--- config.mk ---
export PLATFORM = sky130hd
export DESIGN_NAME = divide_arbiter
export DESIGN_NICKNAME = d
export VERILOG_FILES = /design/src/rtl/divide_arbiter.sv
export SDC_FILE = /design/constraint.sdc
export NUM_CORES = 1
export LEC_CHECK = 0
export CAP_MARGIN = 40
export CORE_MARGIN = 2
export CORE_UTILIZATION = 39
export CTS_CLUSTER_DIAMETER = 200
export DETAILED_ROUTE_END_ITERATION = 10
export PLACE_DENSITY = 0.87
export REMOVE_ABC_BUFFERS = 1
export SKIP_LAST_GASP = 1
export SLEW_MARGIN = 5
export SYNTH_ARGS = -nofsm -noshare
export SYNTH_HDL_FRONTEND = slang
export SYNTH_SLANG_ARGS = --single-unit
--- constraint.sdc ---
create_clock -name clk -period 2.9 [get_ports clk]
set_input_delay 0.58 -clock clk [delete_from_list [all_inputs] [get_ports clk]]
set_output_delay 0.58 -clock clk [all_outputs]
set_load 0.02 [all_outputs]
--- src/rtl/divide_arbiter.sv ---
// Round-robin sequencer that shares one combinational divider among NREQ requesters,
// holding the divider operands for SETTLE cycles before capturing the result.
module divide_arbiter #(
    parameter int SIZE   = 16,
    parameter int NREQ   = 4,
    parameter int IDW    = 2,
    parameter int SETTLE = 3
) (
    input  logic                   clk,
    input  logic                   rst_n,
    input  logic [NREQ-1:0]        req_valid,
    output logic [NREQ-1:0]        req_ready,
    input  logic [NREQ*SIZE-1:0]   req_dividend,
    input  logic [NREQ*SIZE-1:0]   req_divisor,
    output logic [SIZE-1:0]        div_dividend,
    output logic [SIZE-1:0]        div_divisor,
    input  logic [SIZE-1:0]        div_quotient,
    input  logic [SIZE-1:0]        div_remainder,
    input  logic                   div_zeroflag,
    output logic                   rsp_valid,
    input  logic                   rsp_ready,
    output logic [IDW-1:0]         rsp_id,
    output logic [SIZE-1:0]        rsp_quotient,
    output logic [SIZE-1:0]        rsp_remainder,
    output logic                   rsp_divzero
);

    // Handshakes: a transfer happens on a rising edge where valid and ready are both high;
    // a requester holds valid and operands until it sees ready.
    typedef enum logic [1:0] {S_IDLE, S_SETTLE, S_RESP} state_t;

    localparam int CW = (SETTLE > 1) ? $clog2(SETTLE) : 1;

    state_t          state, state_nxt;
    logic [IDW-1:0]  last_grant;
    logic [IDW-1:0]  grant;
    logic            grant_found;
    logic [IDW-1:0]  cur_id;
    logic [CW-1:0]   cnt;
    logic [SIZE-1:0] sel_dividend;
    logic [SIZE-1:0] sel_divisor;
    logic            accept;

    // First valid requester after last_grant, wrapping modulo NREQ.
    always_comb begin : grant_scan
        int idx;
        idx         = 0;
        grant       = '0;
        grant_found = 1'b0;
        for (int k = 1; k <= NREQ; k++) begin
            idx = (int'(last_grant) + k) % NREQ;
            if (!grant_found && req_valid[IDW'(idx)]) begin
                grant       = IDW'(idx);
                grant_found = 1'b1;
            end
        end
    end

    always_comb begin
        sel_dividend = '0;
        sel_divisor  = '0;
        for (int i = 0; i < NREQ; i++) begin
            if (grant == IDW'(i)) begin
                sel_dividend = req_dividend[i*SIZE +: SIZE];
                sel_divisor  = req_divisor[i*SIZE +: SIZE];
            end
        end
    end

    // rst_n gates ready so nothing is offered while reset is held.
    always_comb begin
        req_ready = '0;
        if (state == S_IDLE && rst_n && grant_found)
            req_ready[grant] = 1'b1;
    end

    assign accept = |(req_valid & req_ready);

    always_comb begin
        state_nxt = state;
        case (state)
            S_IDLE:   if (accept) state_nxt = S_SETTLE;
            S_SETTLE: if (cnt == '0) state_nxt = S_RESP;
            S_RESP:   if (rsp_valid && rsp_ready) state_nxt = S_IDLE;
            default:  state_nxt = S_IDLE;
        endcase
    end

    always_ff @(posedge clk or negedge rst_n) begin
        if (!rst_n) state <= S_IDLE;
        else        state <= state_nxt;
    end

    always_ff @(posedge clk or negedge rst_n) begin
        if (!rst_n) begin
            last_grant    <= IDW'(NREQ - 1);
            cur_id        <= '0;
            cnt           <= '0;
            div_dividend  <= '0;
            div_divisor   <= '0;
            rsp_valid     <= 1'b0;
            rsp_id        <= '0;
            rsp_quotient  <= '0;
            rsp_remainder <= '0;
            rsp_divzero   <= 1'b0;
        end else begin
            case (state)
                S_IDLE: begin
                    if (accept) begin
                        div_dividend <= sel_dividend;
                        div_divisor  <= sel_divisor;
                        cur_id       <= grant;
                        last_grant   <= grant;
                        cnt          <= CW'(SETTLE - 1);
                    end
                end
                S_SETTLE: begin
                    if (cnt != '0) begin
                        cnt <= cnt - 1'b1;
                    end else begin
                        // Divide by zero returns all-ones quotient and the dividend as remainder.
                        rsp_valid     <= 1'b1;
                        rsp_id        <= cur_id;
                        rsp_quotient  <= div_zeroflag ? {SIZE{1'b1}} : div_quotient;
                        rsp_remainder <= div_zeroflag ? div_dividend : div_remainder;
                        rsp_divzero   <= div_zeroflag;
                    end
                end
                S_RESP: begin
                    if (rsp_valid && rsp_ready)
                        rsp_valid <= 1'b0;
                end
                default: ;
            endcase
        end
    end

endmodule

==> results.sh <==
export IMPL_clock_sinks=76
export IMPL_finalCritPeriodShare=0.9835
export IMPL_drtIter0Drc=179
export IMPL_crit_slowest_cell="clkdlybuf4s50_1"
export IMPL_ir_drop_mv=0.5712
export IMPL_drive_above_1_share=0.1400
export IMPL_path_max_fanout=4
export IMPL_end_kind="primary output"
export IMPL_yosysWarnings=0
export IMPL_multi_input_area_um2=2235
export IMPL_crit_cells=8
export IMPL_ys_top_cells_by_count="dfrtp_1, mux2i_1, nand3_1, nand2_1, o21ai_0"
export IMPL_clockBufferDepth=2
export IMPL_seq_area_frac_synth=0.4404
export IMPL_fp_coreArea_um2=10840
export IMPL_timing_rr_end="div_dividend[5]"
export IMPL_cts_hold_fix_buffers=0
export IMPL_grt_ovfl_total=0
export IMPL_cap_violations=0
export IMPL_rr_startpoint="last_grant[1]"
export IMPL_arrival_ns=2.27
export IMPL_cp_slowest_stage_delay_ns=0.45
export IMPL_min_period_ns=2.852
export IMPL_relSlewSlack=0.4431
export IMPL_worstPathRequired_ns=2.32
export IMPL_status="finished clean"
export IMPL_gp_congestion=0.8065
export IMPL_worst_slew_pin_slew_ns=0.8353
export IMPL_fin_worst_skew_ns=0.01212
export IMPL_synthTopCellsByArea="dfrtp_1, mux2i_1, a221o_1"
export IMPL_path_buf_inv=4
export IMPL_synthArstFlopShare=1.000
export IMPL_track_usage=0.2352
export IMPL_syn_avg_cell_area_um2=10.22
export IMPL_grt_max_degree=68
export IMPL_die_h_um=109.3
export IMPL_r2r_slack_ns=0.41
export IMPL_ys_seq_elements=76
export IMPL_drv_slew=0
export IMPL_synth_cells=423
export IMPL_n_antenna_cell=0
export IMPL_vias=4317
export IMPL_synth_edf_count=0
export IMPL_root_buffer="clkbuf_8"
export IMPL_fillers=863
export IMPL_syn_to_final_growth_pct=63.57
export IMPL_viasPerCell=5.417
export IMPL_crit_type="input port to primary output"
export IMPL_fin_util=0.6525
export IMPL_leakage_nw=2.943
export IMPL_netlist_area_um2=4324
export IMPL_die_x_um=109.3
export IMPL_grt_pass1_wl_um=21830
export IMPL_cpLargestDelayFamily="buffers and inverters"
export IMPL_drtPass1Iterations=4
export IMPL_finalPower_mw=6.493
export IMPL_drt_total_wl_um=14080
export IMPL_cp_cell_sequence="clkdlybuf4s50_1 -> buf_4 -> or2_2 -> o31ai_4 -> buf_6 -> nor2_4 -> and2_1 -> clkdlybuf4s15_1"
export IMPL_port_buffer_count=239
export IMPL_synth_top_area_share=0.4282
export IMPL_synth_main_ff_cell="dfrtp_1"
export IMPL_regArea_um2=1904
export IMPL_rows=38
export IMPL_cts_buffers_inserted=9
export IMPL_hold_viol=0
export IMPL_grt_pass1_vias=4459
export IMPL_antenna_found_initial=0
export IMPL_start_util=0.3989
export IMPL_place_hpwl_um=10510
export IMPL_synth_most_common_cell="dfrtp_1"
export IMPL_nets=822
export IMPL_hold_class="input port to async pin"
export IMPL_clk_pin_slew_ns=0.08
export IMPL_yosysTopAreaCell="dfrtp_1"
export IMPL_setup_violations=0
export IMPL_synth_distinct_cells=30
export IMPL_htreeDepth=3
export IMPL_crit_end="req_ready[3]"
export IMPL_ant_nets=0
export IMPL_power_density_nw_per_um2=918.0
export IMPL_ff2ff_path_depth=6
export IMPL_pin_count=240
export IMPL_crit_start="req_valid[3]"
export IMPL_dieArea_um2=11950
export IMPL_clk_latency_ns=0.33
export IMPL_rsz0062_at_grt="yes"
export IMPL_wl_per_cell_um=17.66
export IMPL_cp_start_kind="input port"
export IMPL_cts_tree="built"
export IMPL_drc=0
export IMPL_clock_fmax_mhz=350.6
[power by group]
| part | switching [mW] | internal [mW] |
|---|---|---|
| sequential | 0.354 | 1.59 |
| clock | 0.386 | 0.464 |
| combinational | 1.91 | 1.79 |
[layout make-up]
| type | count | share of cell area |
|---|---|---|
| clock buffers | 12 | 0.02335 |
| clock inverters | 3 | 0.006368 |
| inverters | 3 | 0.001592 |
| multi-input cells | 304 | 0.3159 |
| flip-flops and latches | 76 | 0.2692 |
| well taps | 140 | 0.02477 |
| repair buffers | 259 | 0.3587 |
[repair_timing]
action / 4_1_cts / 5_1_grt
endpoints found under the setup margin: 4 / 3
pin swaps: 1 / 0
gates resized for setup: 6 / 4
buffers inserted: 1 / 0
[metrics by stage]
stage	TNS (ns)	worst slack [ns]	cells	hold slack (ns)	instance area [um^2]
5_1_grt	-0.008423	-0.008423	797	0.3349	7073
2_1_floorplan	-177.06	-5.311	383	0.2844	4106
6_report	0	0.04788	797	0.3103	7073
4_1_cts	-0.03582	-0.03582	797	0.3142	7061
3_3_place_gp	-1.677	-0.1971	781	0.4564	6845
3_5_place_dp	-3.861	-0.2321	781	0.4674	6845
[layer usage]
layer / global-route usage / part of all wire / up-vias
li1: - / - / 1999
met1: 0.2578 / 0.38 / 2088
met2: 0.4370 / 0.52 / 204
met3: 0.06580 / 0.087 / 26
met4: 0.07595 / 0.020 / 0
met5: 0 / 0 / -
[layout by cell type, fill, tap and decap left out, types with 2 or more instances in the layout]
| master | n |
|---|---|
| or2_2 | 2 |
| clkbuf_8 | 12 |
| inv_1 | 3 |
| buf_4 | 20 |
| nand2_1 | 40 |
| nand3_2 | 16 |
| clkdlybuf4s50_1 | 233 |
| mux2_2 | 26 |
| dfstp_2 | 2 |
| nand2b_1 | 2 |
| mux2_1 | 9 |
| mux2i_1 | 49 |
| a221o_1 | 32 |
| a21oi_2 | 2 |
| clkinvlp_4 | 2 |
| nand3_1 | 49 |
| nor2_1 | 23 |
| o21ai_0 | 37 |
| a21oi_1 | 2 |
| dlygate4sd2_1 | 2 |
| nor2b_1 | 3 |
| dfrtp_1 | 74 |
[sequential cells by signal (all words and copies together), names as in the netlist, 2 cells and up]
name	cells
cur_id	2
last_grant	2
state	2
rsp_id	2
div_divisor	16
div_dividend	16
rsp_remainder	16
rsp_quotient	16
cnt	2
[logic make-up after synthesis]
| kind of cell | synth area share |
|---|---|
| adders and majority gates | 0.002893 |
| muxes | 0.2046 |
| and+or+nand+nor | 0.1725 |
| buffers and inverters | 0.05295 |
| DFF | 0.4404 |
| AOI/OAI and AO/OA | 0.1267 |
[worst min path at each step]
stage / from / to / slack (ns) / cells past startpoint
finish: rst_n / div_dividend[13] / 0.31 / 2
global route: rst_n / div_dividend[15] / 0.33 / 2
CTS: rst_n / div_dividend[6] / 0.31 / 2
detailed placement: cur_id[1] / cur_id[1] / 0.47 / 2
global placement: cur_id[1] / cur_id[1] / 0.46 / 2
floorplan: rst_n / cnt[0] / 0.28 / 0
Power figures use the tool's default switching activity.
